<file path="config.mk">
export PLATFORM = sky130hd
export DESIGN_NAME = uart_tx_feeder
export DESIGN_NICKNAME = d
export VERILOG_FILES = /design/src/rtl/uart_tx_feeder.sv
export SDC_FILE = /design/constraint.sdc
export NUM_CORES = 1
export LEC_CHECK = 0
export BUFFER_PORTS_ARGS = -buffer_cell sky130_fd_sc_hd__buf_2
export CAP_MARGIN = 40
export CORE_MARGIN = 3
export CORE_UTILIZATION = 65
export CTS_CLUSTER_DIAMETER = 100
export DETAILED_ROUTE_END_ITERATION = 6
export PLACE_DENSITY = 0.88
export SETUP_SLACK_MARGIN = 0.5
export SLEW_MARGIN = 5
export SYNTH_ARGS = -nofsm -noshare
export SYNTH_HDL_FRONTEND = slang
export SYNTH_SLANG_ARGS = --single-unit
</file>
<file path="constraint.sdc">
create_clock -name clk -period 7.2 [get_ports clk]
set_input_delay 0.72 -clock clk [delete_from_list [all_inputs] [get_ports clk]]
set_output_delay 0.72 -clock clk [all_outputs]
set_load 0.01 [all_outputs]
</file>
<file path="src/rtl/uart_tx_feeder.sv">
// Byte FIFO plus bus sequencer feeding the UART transceiver transmit port with write strobes.
// Latency: a push shows up on level/empty one clk later; the strobe starts 2 clk after empty clears, if tx_idle_s is set; the pop comes 2-3 clk after tx_idle falls.
// Backpressure: full at 2**DEPTH_LOG2 bytes; a push while full is dropped unless a pop lands on the same cycle.
module uart_tx_feeder #(
    parameter int unsigned DEPTH_LOG2     = 4,
    parameter logic [15:0] STROBE_TIMEOUT = 16'd4096
) (
    input  logic                  clk,
    input  logic                  rst_n,
    input  logic                  wr_en,
    input  logic [7:0]            wr_data,
    output logic                  full,
    output logic                  empty,
    output logic [DEPTH_LOG2:0]   level,
    output logic                  cs_n,
    output logic                  rd_n,
    output logic [7:0]            data_out,
    output logic                  data_oe,
    input  logic                  tx_idle,
    input  logic                  tx_ok,
    output logic                  busy,
    output logic                  sent_pulse,
    output logic                  timeout_err,
    input  logic                  err_clr
);

    localparam int unsigned         DEPTH   = 1 << DEPTH_LOG2;
    localparam logic [DEPTH_LOG2:0] PTR_ONE = 1;

    localparam logic [1:0] ST_IDLE      = 2'd0;
    localparam logic [1:0] ST_WAIT_IDLE = 2'd1;
    localparam logic [1:0] ST_STROBE    = 2'd2;
    localparam logic [1:0] ST_WAIT_DONE = 2'd3;

    logic [1:0]            state;
    logic                  tx_idle_m, tx_idle_s;
    logic                  tx_ok_m, tx_ok_s, tx_ok_d;
    logic                  ok_rise;

    logic [7:0]            mem [DEPTH];
    logic [DEPTH_LOG2:0]   wptr, rptr, wptr_nx, rptr_nx;
    logic [DEPTH_LOG2:0]   level_q;
    logic                  full_q, empty_q;
    logic                  push, pop;

    logic [15:0]           tmo_cnt;
    logic                  timeout_hit;
    logic [7:0]            dout_q;
    logic                  sent_q;
    logic                  tmo_err_q;

    // Bring the baud-domain status flags into clk; the FSM only looks at the _s copies.
    always_ff @(posedge clk or negedge rst_n) begin
        if (!rst_n) begin
            tx_idle_m <= 1'b0;
            tx_idle_s <= 1'b0;
            tx_ok_m   <= 1'b0;
            tx_ok_s   <= 1'b0;
            tx_ok_d   <= 1'b0;
        end else begin
            tx_idle_m <= tx_idle;
            tx_idle_s <= tx_idle_m;
            tx_ok_m   <= tx_ok;
            tx_ok_s   <= tx_ok_m;
            tx_ok_d   <= tx_ok_s;
        end
    end

    assign ok_rise = tx_ok_s & ~tx_ok_d;

    // Pop only when the transmitter has visibly taken the strobed byte; a push
    // into a full FIFO is legal on that same cycle because the head slot frees up.
    assign pop         = (state == ST_STROBE) && !tx_idle_s;
    assign push        = wr_en && (!full_q || pop);
    assign timeout_hit = (state == ST_STROBE) && tx_idle_s &&
                         (tmo_cnt == STROBE_TIMEOUT - 16'd1);
    assign wptr_nx     = push ? (wptr + PTR_ONE) : wptr;
    assign rptr_nx     = pop  ? (rptr + PTR_ONE) : rptr;

    // Byte storage; stale contents are harmless because the pointers define validity.
    always_ff @(posedge clk) begin
        if (push) begin
            mem[wptr[DEPTH_LOG2-1:0]] <= wr_data;
        end
    end

    // Pointers and registered occupancy flags, derived from the next-state pointers.
    always_ff @(posedge clk or negedge rst_n) begin
        if (!rst_n) begin
            wptr    <= '0;
            rptr    <= '0;
            level_q <= '0;
            full_q  <= 1'b0;
            empty_q <= 1'b1;
        end else begin
            wptr    <= wptr_nx;
            rptr    <= rptr_nx;
            level_q <= wptr_nx - rptr_nx;
            full_q  <= (wptr_nx[DEPTH_LOG2] != rptr_nx[DEPTH_LOG2]) &&
                       (wptr_nx[DEPTH_LOG2-1:0] == rptr_nx[DEPTH_LOG2-1:0]);
            empty_q <= (wptr_nx == rptr_nx);
        end
    end

    // Strobe sequencer: wait for idle, hold the strobe until idle drops or the timer expires.
    always_ff @(posedge clk or negedge rst_n) begin
        if (!rst_n) begin
            state   <= ST_IDLE;
            dout_q  <= 8'h00;
            tmo_cnt <= 16'd0;
            sent_q  <= 1'b0;
        end else begin
            sent_q <= 1'b0;
            case (state)
                ST_IDLE: begin
                    if (!empty_q) begin
                        state <= ST_WAIT_IDLE;
                    end
                end
                ST_WAIT_IDLE: begin
                    if (tx_idle_s) begin
                        dout_q  <= mem[rptr[DEPTH_LOG2-1:0]];
                        tmo_cnt <= 16'd0;
                        state   <= ST_STROBE;
                    end
                end
                ST_STROBE: begin
                    tmo_cnt <= tmo_cnt + 16'd1;
                    if (!tx_idle_s) begin
                        state <= ST_WAIT_DONE;
                    end else if (timeout_hit) begin
                        // Same head byte is retried; nothing was popped.
                        state <= ST_WAIT_IDLE;
                    end
                end
                ST_WAIT_DONE: begin
                    if (ok_rise || tx_idle_s) begin
                        sent_q <= 1'b1;
                        state  <= ST_IDLE;
                    end
                end
                default: begin
                    state <= ST_IDLE;
                end
            endcase
        end
    end

    // Sticky timeout flag; a timeout on the same cycle as a clear keeps it set.
    always_ff @(posedge clk or negedge rst_n) begin
        if (!rst_n) begin
            tmo_err_q <= 1'b0;
        end else if (timeout_hit) begin
            tmo_err_q <= 1'b1;
        end else if (err_clr) begin
            tmo_err_q <= 1'b0;
        end
    end

    // Strobe pins decode straight from the state register so reset releases cs_n at once
    // and data_oe can never be high with cs_n high.
    assign cs_n        = (state != ST_STROBE);
    assign data_oe     = (state == ST_STROBE);
    assign rd_n        = 1'b1;
    assign data_out    = dout_q;
    assign level       = level_q;
    assign full        = full_q;
    assign empty       = empty_q;
    assign busy        = (state != ST_IDLE) || !empty_q;
    assign sent_pulse  = sent_q;
    assign timeout_err = tmo_err_q;

endmodule

</file>
==> impl_metrics.tcl, run 1 <==
set metrics [dict create \
    syn-cell-area_mm2 0.007206 \
    drv_slew 0 \
    die_h_um 111.3 \
    rows 37 \
    cp_max_fo 16 \
    yosysUniqueCellTypes 43 \
    p_leak_nw 2.941 \
    slew_headroom_pct 39.67 \
    synthTopCellsByArea "edfxtp_1 (53%), dfrtp_1 (17%), mux4_2 (10%)" \
    io_pins 35 \
    htreeDepth 4 \
    yosysWarnings 0 \
    synth_seq_cells 178 \
    cp_cell_sequence "nor2b_1, inv_1, nor2_1, nand2_1, xnor2_1, inv_1, ha_1, a21o_1, a21oi_1, xnor2_1" \
    die_x_um 111.3 \
    reg2reg_from "state[1]" \
    cts_root_buffer "clkbuf_8" \
    r2r_cells 10 \
    ant_nets 0 \
    worst_clock_skew_ns 0.005526 \
    p_sw_share_pct 32.18 \
    worstPathRequired_ns 7.61 \
    pwr-share-comb_pct 31.1 \
    antenna_found_initial 0 \
    critPathCaptureType "flip-flop" \
    grt_first_pass_wirelength_mm 23.71 \
    insertion_delay_ns 0.54 \
    critPathMaxStageDelay_ns 0.65 \
    layout.nets 498 \
    wl_per_cell_um 23.57 \
    syn_area_per_cell_um2 16.80 \
    rsz0062_at_grt "no" \
    cts_sinks 178 \
    finalWorstSetupSlack_ns 4.043 \
    cts_buffers 17 \
    netlist.area_leader.share_pct 53.34 \
    min_path_type "in -> async" \
    post-place-ws_ns 4.203 \
    worstPathArrival_ns 3.57 \
    critPathSlowestCell "nor2b_1" \
    synthesis.nets 454 \
    core_area_mm2 0.01056 \
    cp-startpoint "state[1]" \
    vdd_ir_drop_max_uv 376.6 \
    dp_hpwl_mm 9.475 \
    r2r_setup_slack_ns 4.04 \
    die-area_mm2 0.01239 \
    tightest_slew_ns 0.9015 \
    vias 4036 \
    cts_resized 0 \
    outcome "finished clean" \
    synthTopCellsByCount "edfxtp_1 (128), dfrtp_1 (49), mux4_2 (32)" \
    io_buffers 33 \
    synth.most_common_cell "edfxtp_1" \
    start_kind "flip-flop" \
    min_period_ns 3.157 \
    drtIter0Drc 582 \
    cts_buffer_depth 2 \
    vias_per_cell 6.489 \
    p_seq_share_pct 43.0 \
    drt-total-wl_mm 14.66 \
    internal-power_w 0.002175 \
    cap_violations 0 \
    r2r-end "level[4]" \
    drive_above_1_share_pct 25.51 \
    cts_setup_buffers 0 \
    gr-usage-all-layers_pct 25.62 \
    clkPwrFrac_pct 25.9 \
    worstSetupPathType "reg -> reg" \
    grt_pass1_vias 4199 \
    grt_max_degree 39 \
    async_flop_share_pct 28.09 \
    hold_viol_final 0 \
    synth_area_leader_cell "edfxtp_1" \
    grt_remaining_overflow 0 \
    area_growth_syn_to_layout_pct 12.14 \
    ctsHoldBuffers 0 \
    synth_edf_count 128 \
    power.density_mw_per_mm2 396.8 \
    setup_viol 0 \
    drc 0 \
    initial_utilization_pct 68.27 \
    firstDrtPassIters 5 \
    cts_tree "yes" \
    gp_congestion 0.8134 \
    p_switching_w 0.001032 \
    clk_pin_slew_ns 0.07 \
    fin_setup_tns_ns 0 \
    antenna_cells 0 \
    finalCritPeriodShare_pct 43.85 \
    synth_cells 429 \
    ys.flop_type "edfxtp_1" \
    timing.fmax_mhz 316.8 \
    yosysSeqAreaShare_pct 70.72 \
]
[layer usage]
layer / track usage (%) / vias up / wire [um]
li1: - / 1737 / -
met1: 34.93 / 2035 / 5751
met2: 41.58 / 233 / 7512
met3: 5.622 / 31 / 1070
met4: 8.921 / 0 / 327
met5: 0 / - / 0
[sequential cells by signal, indices dropped and copies added (netlist names), 2 cells and up, named ones only]
name,flops
mem,128
data_out,8
state,2
level,5
rptr,5
tmo_cnt,16
wptr,4
[power groups by stage]
stage	logic (W)	registers (W)	clock network, W
after floorplan	0.000726	0.00136	0
after global placement	0.000923	0.00138	0
after detailed placement	0.000990	0.00139	0
after CTS	0.00101	0.00138	0.000842
after global routing	0.00108	0.00139	0.000886
final	0.000997	0.00138	0.000830
[logic make-up (layout without fill, tap and decap cells)]
kind of cell / after synthesis / count (layout) / synth area share [%]
simple gates: 95 / 95 / 6.130
compound gates: 45 / 45 / 4.411
xor+xnor: 13 / 13 / 1.685
mux: 52 / 52 / 12.94
flops: 178 / 178 / 70.72
fa+ha+maj: 11 / 11 / 2.014
buf+inv: 34 / 91 / 2.049
other cells: 1 / 1 / 0.05204
[worst max-delay path: cells and delay by family, from the launching register on]
kind / cells / cell delay (ns)
XOR/XNOR: 2 / 0.31
adder cells (fa/ha/maj): 1 / 0.35
buffers and inverters: 2 / 0.50
AO/OA/AOI/OAI: 2 / 0.36
flip-flops: 1 / 0.48
AND/OR/NAND/NOR: 3 / 1.01
[stage by stage]
stage	hold slack (ns)	power [W]	utilization, %	cell area, um^2	cells
6_report	0.07087	0.003207	76.55	8080	622
5_1_grt	0.06409	0.003362	76.55	8080	622
4_1_cts	0.04314	0.003226	76.48	8073	621
3_5_place_dp	0.3602	0.002385	71.43	7540	589
3_3_place_gp	0.3416	0.002306	70.70	7462	579
2_1_floorplan	0.3312	0.002088	-	7206	429
[how the worst max path moves through the flow]
stage	end	slack (ns)
3_3_place_gp	level[4]	4.39
6_report	level[4]	4.04
2_1_floorplan	level[4]	4.71
4_1_cts	level[4]	4.15
3_5_place_dp	level[4]	4.20
5_1_grt	level[4]	3.84
[layout by cell type, fill, tap and decap left out, types with 5 or more instances in the layout]
cell type  Yosys  layout
nand2_1       24      24
xnor2_1        9       9
clkinv_2       0       5
a221o_1        9       9
dfrtp_1       49      48
buf_4          2       9
nand4_1        5       5
clkbuf_16      0      16
o21ai_0       18      18
mux4_2        32      32
nor2_1        24      24
mux2_2         9       9
nand3_1       15      15
mux2i_1       11      11
edfxtp_1     128     128
buf_2          4      37
nor3_1        14      14
ha_1          10      10
inv_1         12      12
[layout make-up]
| class | count | area (um^2) |
|---|---|---|
| clock buffers | 18 | 417.9 |
| multi-input cells | 217 | 1962 |
| fillers | 549 | 2475 |
| flip-flops and latches | 178 | 5097 |
| repair buffers | 47 | 272.8 |
| inverters | 12 | 45.04 |
| clock inverters | 14 | 115.1 |
| well taps | 136 | 170.2 |
(Power assumes the default switching activity.)
==> inputs of run 2 (changes only) <==
--- a/config.mk
+++ b/config.mk
@@ -8,10 +8,10 @@
 export BUFFER_PORTS_ARGS = -buffer_cell sky130_fd_sc_hd__buf_2
 export CAP_MARGIN = 40
 export CORE_MARGIN = 3
-export CORE_UTILIZATION = 65
+export CORE_UTILIZATION = 55
 export CTS_CLUSTER_DIAMETER = 100
 export DETAILED_ROUTE_END_ITERATION = 6
-export PLACE_DENSITY = 0.88
+export PLACE_DENSITY = 0.79
 export SETUP_SLACK_MARGIN = 0.5
 export SLEW_MARGIN = 5
 export SYNTH_ARGS = -nofsm -noshare
==> constraint.sdc (replaced) <==
create_clock -name clk -period 2.8 [get_ports clk]
set_input_delay 0.28 -clock clk [delete_from_list [all_inputs] [get_ports clk]]
set_output_delay 0.28 -clock clk [all_outputs]
set_load 0.01 [all_outputs]
==> run 2 against run 1 <==
Die area up 17%. Non-clock buffer count up 21. Utilization down 11 points. Global-route usage down 4.6 points. Clock power rose to 2.5 times the previous value. Combinational power rose to 2.7 times the previous value. Via count down 1.1%. Register-to-register slack worse by 3.5 ns. Sequential cell count unchanged. Largest power group unchanged. Highest routed layer is now met5.
==> impl_metrics.tcl, run 2 (synthesized netlist as in run 1, its figures left out) <==
set metrics [dict create \
    grt_remaining_overflow 0 \
    grt_first_pass_wirelength_mm 22.39 \
    cap_violations 0 \
    firstDrtPassIters 5 \
    cts_tree "yes" \
    cp-startpoint "tx_idle_s" \
    slew_headroom_pct 54.90 \
    timing.fmax_mhz 437.0 \
    mostFrequentLayoutCells "edfxtp_1 (128), dfrtp_1 (47), buf_2 (33), mux4_2 (32), buf_4 (31)" \
    drc 0 \
    vias 3993 \
    antenna_found_initial 1 \
    rsz0062_at_grt "yes" \
    drive_above_1_share_pct 28.85 \
    cp_max_fo 5 \
    cp_cell_sequence "or3b_4, a21oi_4, xnor2_2, ha_1, inv_1, fa_2, a21o_1, a21oi_2, xnor2_1" \
    p_leak_nw 3.056 \
    drtIter0Drc 377 \
    cts_root_buffer "clkbuf_16" \
    power_w 0.008318 \
    cts_buffer_depth 2 \
    die_h_um 120.5 \
    critPathCaptureType "flip-flop" \
    core_area_mm2 0.01272 \
    cts_buffers 17 \
    worstPathArrival_ns 2.59 \
    clk_pin_slew_ns 0.06 \
    die_x_um 120.5 \
    drv_slew 0 \
    cts_sinks 178 \
    critPathMaxStageDelay_ns 0.42 \
    io_pins 35 \
    hold_viol_final 0 \
    largest_reg_flops 128 \
    min_period_ns 2.289 \
    ant_nets 0 \
    tightest_slew_ns 0.6765 \
    outcome "finished clean" \
    drt-total-wl_mm 14.33 \
    vias_per_cell 5.889 \
    final_common_cell "edfxtp_1" \
    stdcell_count 678 \
    antenna_cells 0 \
    wl_per_cell_um 21.14 \
    initial_utilization_pct 56.64 \
    worst_clock_skew_ns 0.009940 \
    reg2reg_from "tx_idle_s" \
    fin_setup_tns_ns 0 \
    finalCritPeriodShare_pct 81.73 \
    io_buffers 33 \
    worstSetupPathType "reg -> reg" \
    start_kind "flip-flop" \
    rows 41 \
    area_growth_syn_to_layout_pct 15.56 \
    worstPathRequired_ns 3.10 \
    dp_cells 637 \
    gp_congestion 0.8422 \
    die-area_mm2 0.01451 \
    min_path_type "in -> reg" \
    gr-usage-all-layers_pct 21.01 \
    n_fill_cell 870 \
    grt_max_degree 35 \
    htreeDepth 4 \
    setup_viol 0 \
    vdd_ir_drop_max_uv 595.0 \
    layout.nets 519 \
    min_from "err_clr" \
    insertion_delay_ns 0.43 \
    dp_hpwl_mm 9.064 \
    power.density_mw_per_mm2 998.9 \
    critPathSlowestCell "or3b_4" \
    grt_pass1_vias 4014 \
]
==> run 2: cell count changes in the layout (fill, tap and decap cells not counted), moves of 2 or more <==
cell | previous run | this run
buf_4 | 9 | 31
buf_2 | 37 | 33
clkinv_1 | 1 | 3
xnor2_2 | 0 | 3
clkinvlp_4 | 4 | 2
dlygate4sd3_1 | 0 | 3
clkinv_2 | 5 | 1
xnor2_1 | 9 | 6
inv_6 | 2 | 4
==> run 2: layout make-up <==
class	count	area, um^2	share of cell area [%]
inverter	12	45.04	0.5409
tap	172	215.2	2.585
sequential	178	5099	61.23
clock inverter	12	83.83	1.007
clock buffer	19	432.9	5.199
multi-input combinational	217	2003	24.06
timing repair buffer	68	447.9	5.379
==> run 2: routing by layer <==
| metal | part of all wire [%] | vias to the layer above | GRT usage (%) |
|---|---|---|---|
| li1 | - | 1780 | - |
| met1 | 41 | 2036 | 27.70 |
| met2 | 50 | 151 | 34.16 |
| met3 | 7.2 | 24 | 5.893 |
| met4 | 1.7 | 2 | 7.011 |
| met5 | 0.077 | - | 0 |
==> run 2: path summary, 6_finish.rpt <==
path | endpoint | slack (ns) | cells past startpoint
setup / recovery | level[4] | 0.51 | 9
hold / removal | timeout_err | 0.05 | 2
setup reg to reg | level[4] | 0.51 | 9
hold reg to reg | tx_ok_s | 0.37 | 0
max in group asynchronous | state[1] | 1.72 | 3
min in group asynchronous | tmo_cnt[8] | 0.44 | 2
==> run 2: timing repair <==
item,CTS,global route
hold buffers,3,0
pin swaps,2,2
gates resized for setup,4,1
endpoints found under the hold margin,29,0
endpoints found under the setup margin,5,4
setup buffers,5,2
==> run 2: where the power goes <==
group	internal, W	switching, W
Combinational	0.00128	0.00139
Sequential	0.00327	0.000287
Clock	0.00113	0.000968
Total	0.00567	0.00264
==> run 2: worst max-delay path: cells and delay by family (launching register included) <==
family | cells | cell delay [ns]
flops | 1 | 0.38
fa+ha+maj | 2 | 0.51
compound gates | 3 | 0.55
buf+inv | 1 | 0.06
simple gates | 1 | 0.42
xor+xnor | 2 | 0.24
==> run 2: through the flow <==
step / hold slack (ns) / cell area, um^2 / setup WS [ns] / utilization, %
final: 0.05276 / 8327 / 0.5114 / 65.45
after global routing: 0.06594 / 8327 / 0.4033 / 65.45
after CTS: 0.04438 / 8304 / 0.5075 / 65.27
after detailed placement: 0.3418 / 7706 / 0.2401 / 60.57
after global placement: 0.3443 / 7706 / 0.3227 / 60.57
after floorplan: -0.01559 / 7227 / 0.4772 / -
==> inputs of run 3 (changes only) <==
--- a/config.mk
+++ b/config.mk
@@ -8,10 +8,10 @@
 export BUFFER_PORTS_ARGS = -buffer_cell sky130_fd_sc_hd__buf_2
 export CAP_MARGIN = 40
 export CORE_MARGIN = 3
-export CORE_UTILIZATION = 55
+export CORE_UTILIZATION = 61
 export CTS_CLUSTER_DIAMETER = 100
 export DETAILED_ROUTE_END_ITERATION = 6
-export PLACE_DENSITY = 0.79
+export PLACE_DENSITY = 0.83
 export SETUP_SLACK_MARGIN = 0.5
 export SLEW_MARGIN = 5
 export SYNTH_ARGS = -nofsm -noshare
==> constraint.sdc (replaced) <==
create_clock -name clk -period 2.3 [get_ports clk]
set_input_delay 0.23 -clock clk [delete_from_list [all_inputs] [get_ports clk]]
set_output_delay 0.23 -clock clk [all_outputs]
set_load 0.01 [all_outputs]
==> run 3 against run 2 <==
The run now ends with negative setup slack left. First-iteration DRC count up 49%. Setup slack worse by 0.62 ns. Clock skew rose by 0.0047 ns. Critical path type unchanged. Critical endpoint unchanged.
==> impl_metrics.tcl, run 3 (synthesized netlist as in run 1, its figures left out) <==
set metrics [dict create \
    worstSetupPathType "reg -> reg" \
    drtIter0Drc 560 \
    fin_util_pct 79.27 \
    grt_first_pass_wirelength_mm 25.73 \
    drt-total-wl_mm 17.92 \
    cts_sinks 178 \
    critPathMaxStageDelay_ns 0.44 \
    rsz0062_at_grt "yes" \
    worstPathRequired_ns 2.60 \
    cts_tree "yes" \
    die_x_um 114.7 \
    firstDrtPassIters 5 \
    cp_max_fo 5 \
    worstPathArrival_ns 2.71 \
    failed_checks "negative setup slack" \
    cap_violations 0 \
    grt_max_degree 28 \
    setup_viol 5 \
    core_area_mm2 0.01147 \
    dr.max_layer_used "met4" \
    p_leak_nw 3.360 \
    tightest_slew_ns 0.5633 \
    finalWorstSetupSlack_ns -0.1092 \
    antenna_cells 0 \
    die_h_um 114.7 \
    wl_met1_mm 6.759 \
    rows 39 \
    ant_nets 0 \
    cp_cell_sequence "or3b_4, a21oi_4, xnor2_2, ha_2, inv_2, fa_2, a21o_1, a21oi_2, xnor2_1" \
    finalCritPeriodShare_pct 104.7 \
    power.density_mw_per_mm2 1311 \
    final_common_cell "edfxtp_1" \
    crit_family "compound AO/OA/AOI/OAI gates" \
    hold_viol_final 0 \
    critPathSlowestCell "or3b_4" \
    vias_per_cell 6.608 \
    area_growth_syn_to_layout_pct 26.15 \
    largest_reg_flops 128 \
    gr-usage-all-layers_pct 27.39 \
    gp_congestion 0.7961 \
    worst_clock_skew_ns 0.01465 \
    drive_above_1_share_pct 40.90 \
    wl_met3_mm 1.423 \
    path_buf_inv 1 \
    min_period_ns 2.409 \
    cts_root_buffer "clkbuf_16" \
    antenna_found_initial 0 \
    wl_per_cell_um 26.51 \
    final_area_mm2 0.009090 \
    initial_utilization_pct 62.84 \
    mostFrequentLayoutCells "edfxtp_1 (128), dfrtp_1 (46), buf_2 (33), mux4_2 (32), buf_4 (28)" \
    vias 4467 \
    start_kind "flip-flop" \
    htreeDepth 4 \
    min_path_type "in -> reg" \
    dp_hpwl_mm 8.994 \
    cts_buffers 17 \
    outcome "complete, but fails checks" \
    drv_slew 0 \
    insertion_delay_ns 0.44 \
    post-place-ws_ns -0.06097 \
    vdd_ir_drop_max_uv 907.6 \
    io_pins 35 \
    drc 0 \
    clk_pin_slew_ns 0.07 \
    die-area_mm2 0.01315 \
    slew_headroom_pct 62.45 \
    io_buffers 33 \
    placed_area_mm2 0.007831 \
    grt_remaining_overflow 0 \
    timing.fmax_mhz 415.1 \
    cts_buffer_depth 2 \
    critPathCaptureType "flip-flop" \
    grt_pass1_vias 4403 \
    met2RoutedLength_mm 9.331 \
    layout.nets 545 \
]
run 3: cell count changes in the layout (fill, tap and decap cells not counted), moves of 4 or more:
cell | previous run | this run
buf_12 | 1 | 12
nor3_2 | 0 | 6
mux2_4 | 0 | 5
buf_6 | 0 | 13
mux2i_1 | 11 | 4
nor2_4 | 0 | 9
mux2i_2 | 0 | 6
nor2_1 | 24 | 11
mux2_2 | 9 | 4
nor2_2 | 0 | 4
nor3_1 | 14 | 5
run 3: area by class of cell:
| cell class | count | area, um^2 |
|---|---|---|
| fill | 545 | 2377 |
| clock buffer | 18 | 429.2 |
| inverter | 12 | 45.04 |
| timing repair buffer | 94 | 887.1 |
| sequential | 178 | 5100 |
| clock inverter | 14 | 177.7 |
| tap | 143 | 178.9 |
| multi-input combinational | 217 | 2272 |
run 3: final timing paths:
kind                             from          end  slack (ns)  cells past startpoint
max                         tx_idle_s     level[4]       -0.11                      9
min                        wr_data[6]   mem[12][6]        0.18                      1
max reg2reg                 tx_idle_s     level[4]       -0.11                      9
min reg2reg                   tx_ok_m      tx_ok_s        0.38                      0
max in group asynchronous       rst_n   tmo_cnt[5]        1.33                      3
min in group asynchronous       rst_n  tmo_cnt[11]        0.32                      2
run 3: per-layer routing:
layer	track usage [%]	up-vias
met4	10.37	0
met1	37.22	2299
li1	-	1843
met2	43.73	278
met5	0	-
met3	6.501	47
run 3: worst register-to-register path, delay by kind of cell (launching register included):
| kind | cells | cell delay, ns |
|---|---|---|
| flip-flops | 1 | 0.38 |
| AND/OR/NAND/NOR | 1 | 0.44 |
| AO/OA/AOI/OAI | 3 | 0.60 |
| adder cells (fa/ha/maj) | 2 | 0.54 |
| XOR/XNOR | 2 | 0.26 |
| buffers and inverters | 1 | 0.05 |
run 3: what timing repair did:
action / in CTS / in global routing
cloned: 2 / 0
pin swaps: 17 / 16
setup buffers: 19 / 8
hold buffers: 4 / 0
hold endpoints to repair: 24 / 0
resized for setup: 41 / 28
setup endpoints to repair: 145 / 157
run 3: per-stage QoR:
step / std cells / power [W] / hold slack [ns] / setup TNS (ns)
3_5_place_dp: 611 / 0.007795 / 0.2388 / -0.07339
5_1_grt: 676 / 0.01239 / 0.1794 / -0.7759
2_1_floorplan: 429 / 0.006791 / -0.06559 / -0.02280
6_report: 676 / 0.01192 / 0.1783 / -0.4256
4_1_cts: 668 / 0.01137 / 0.1594 / -0.05575
3_3_place_gp: 611 / 0.007636 / 0.2258 / 0
run 3: power breakdown:
group,switching (W),internal (W),total [W],leakage [nW]
sequential,0.000395,0.00398,0.00437,1.79
combinational,0.00235,0.00221,0.00455,1.27
clock,0.00126,0.00173,0.00299,0.301
total,0.00400,0.00792,0.0119,3.36
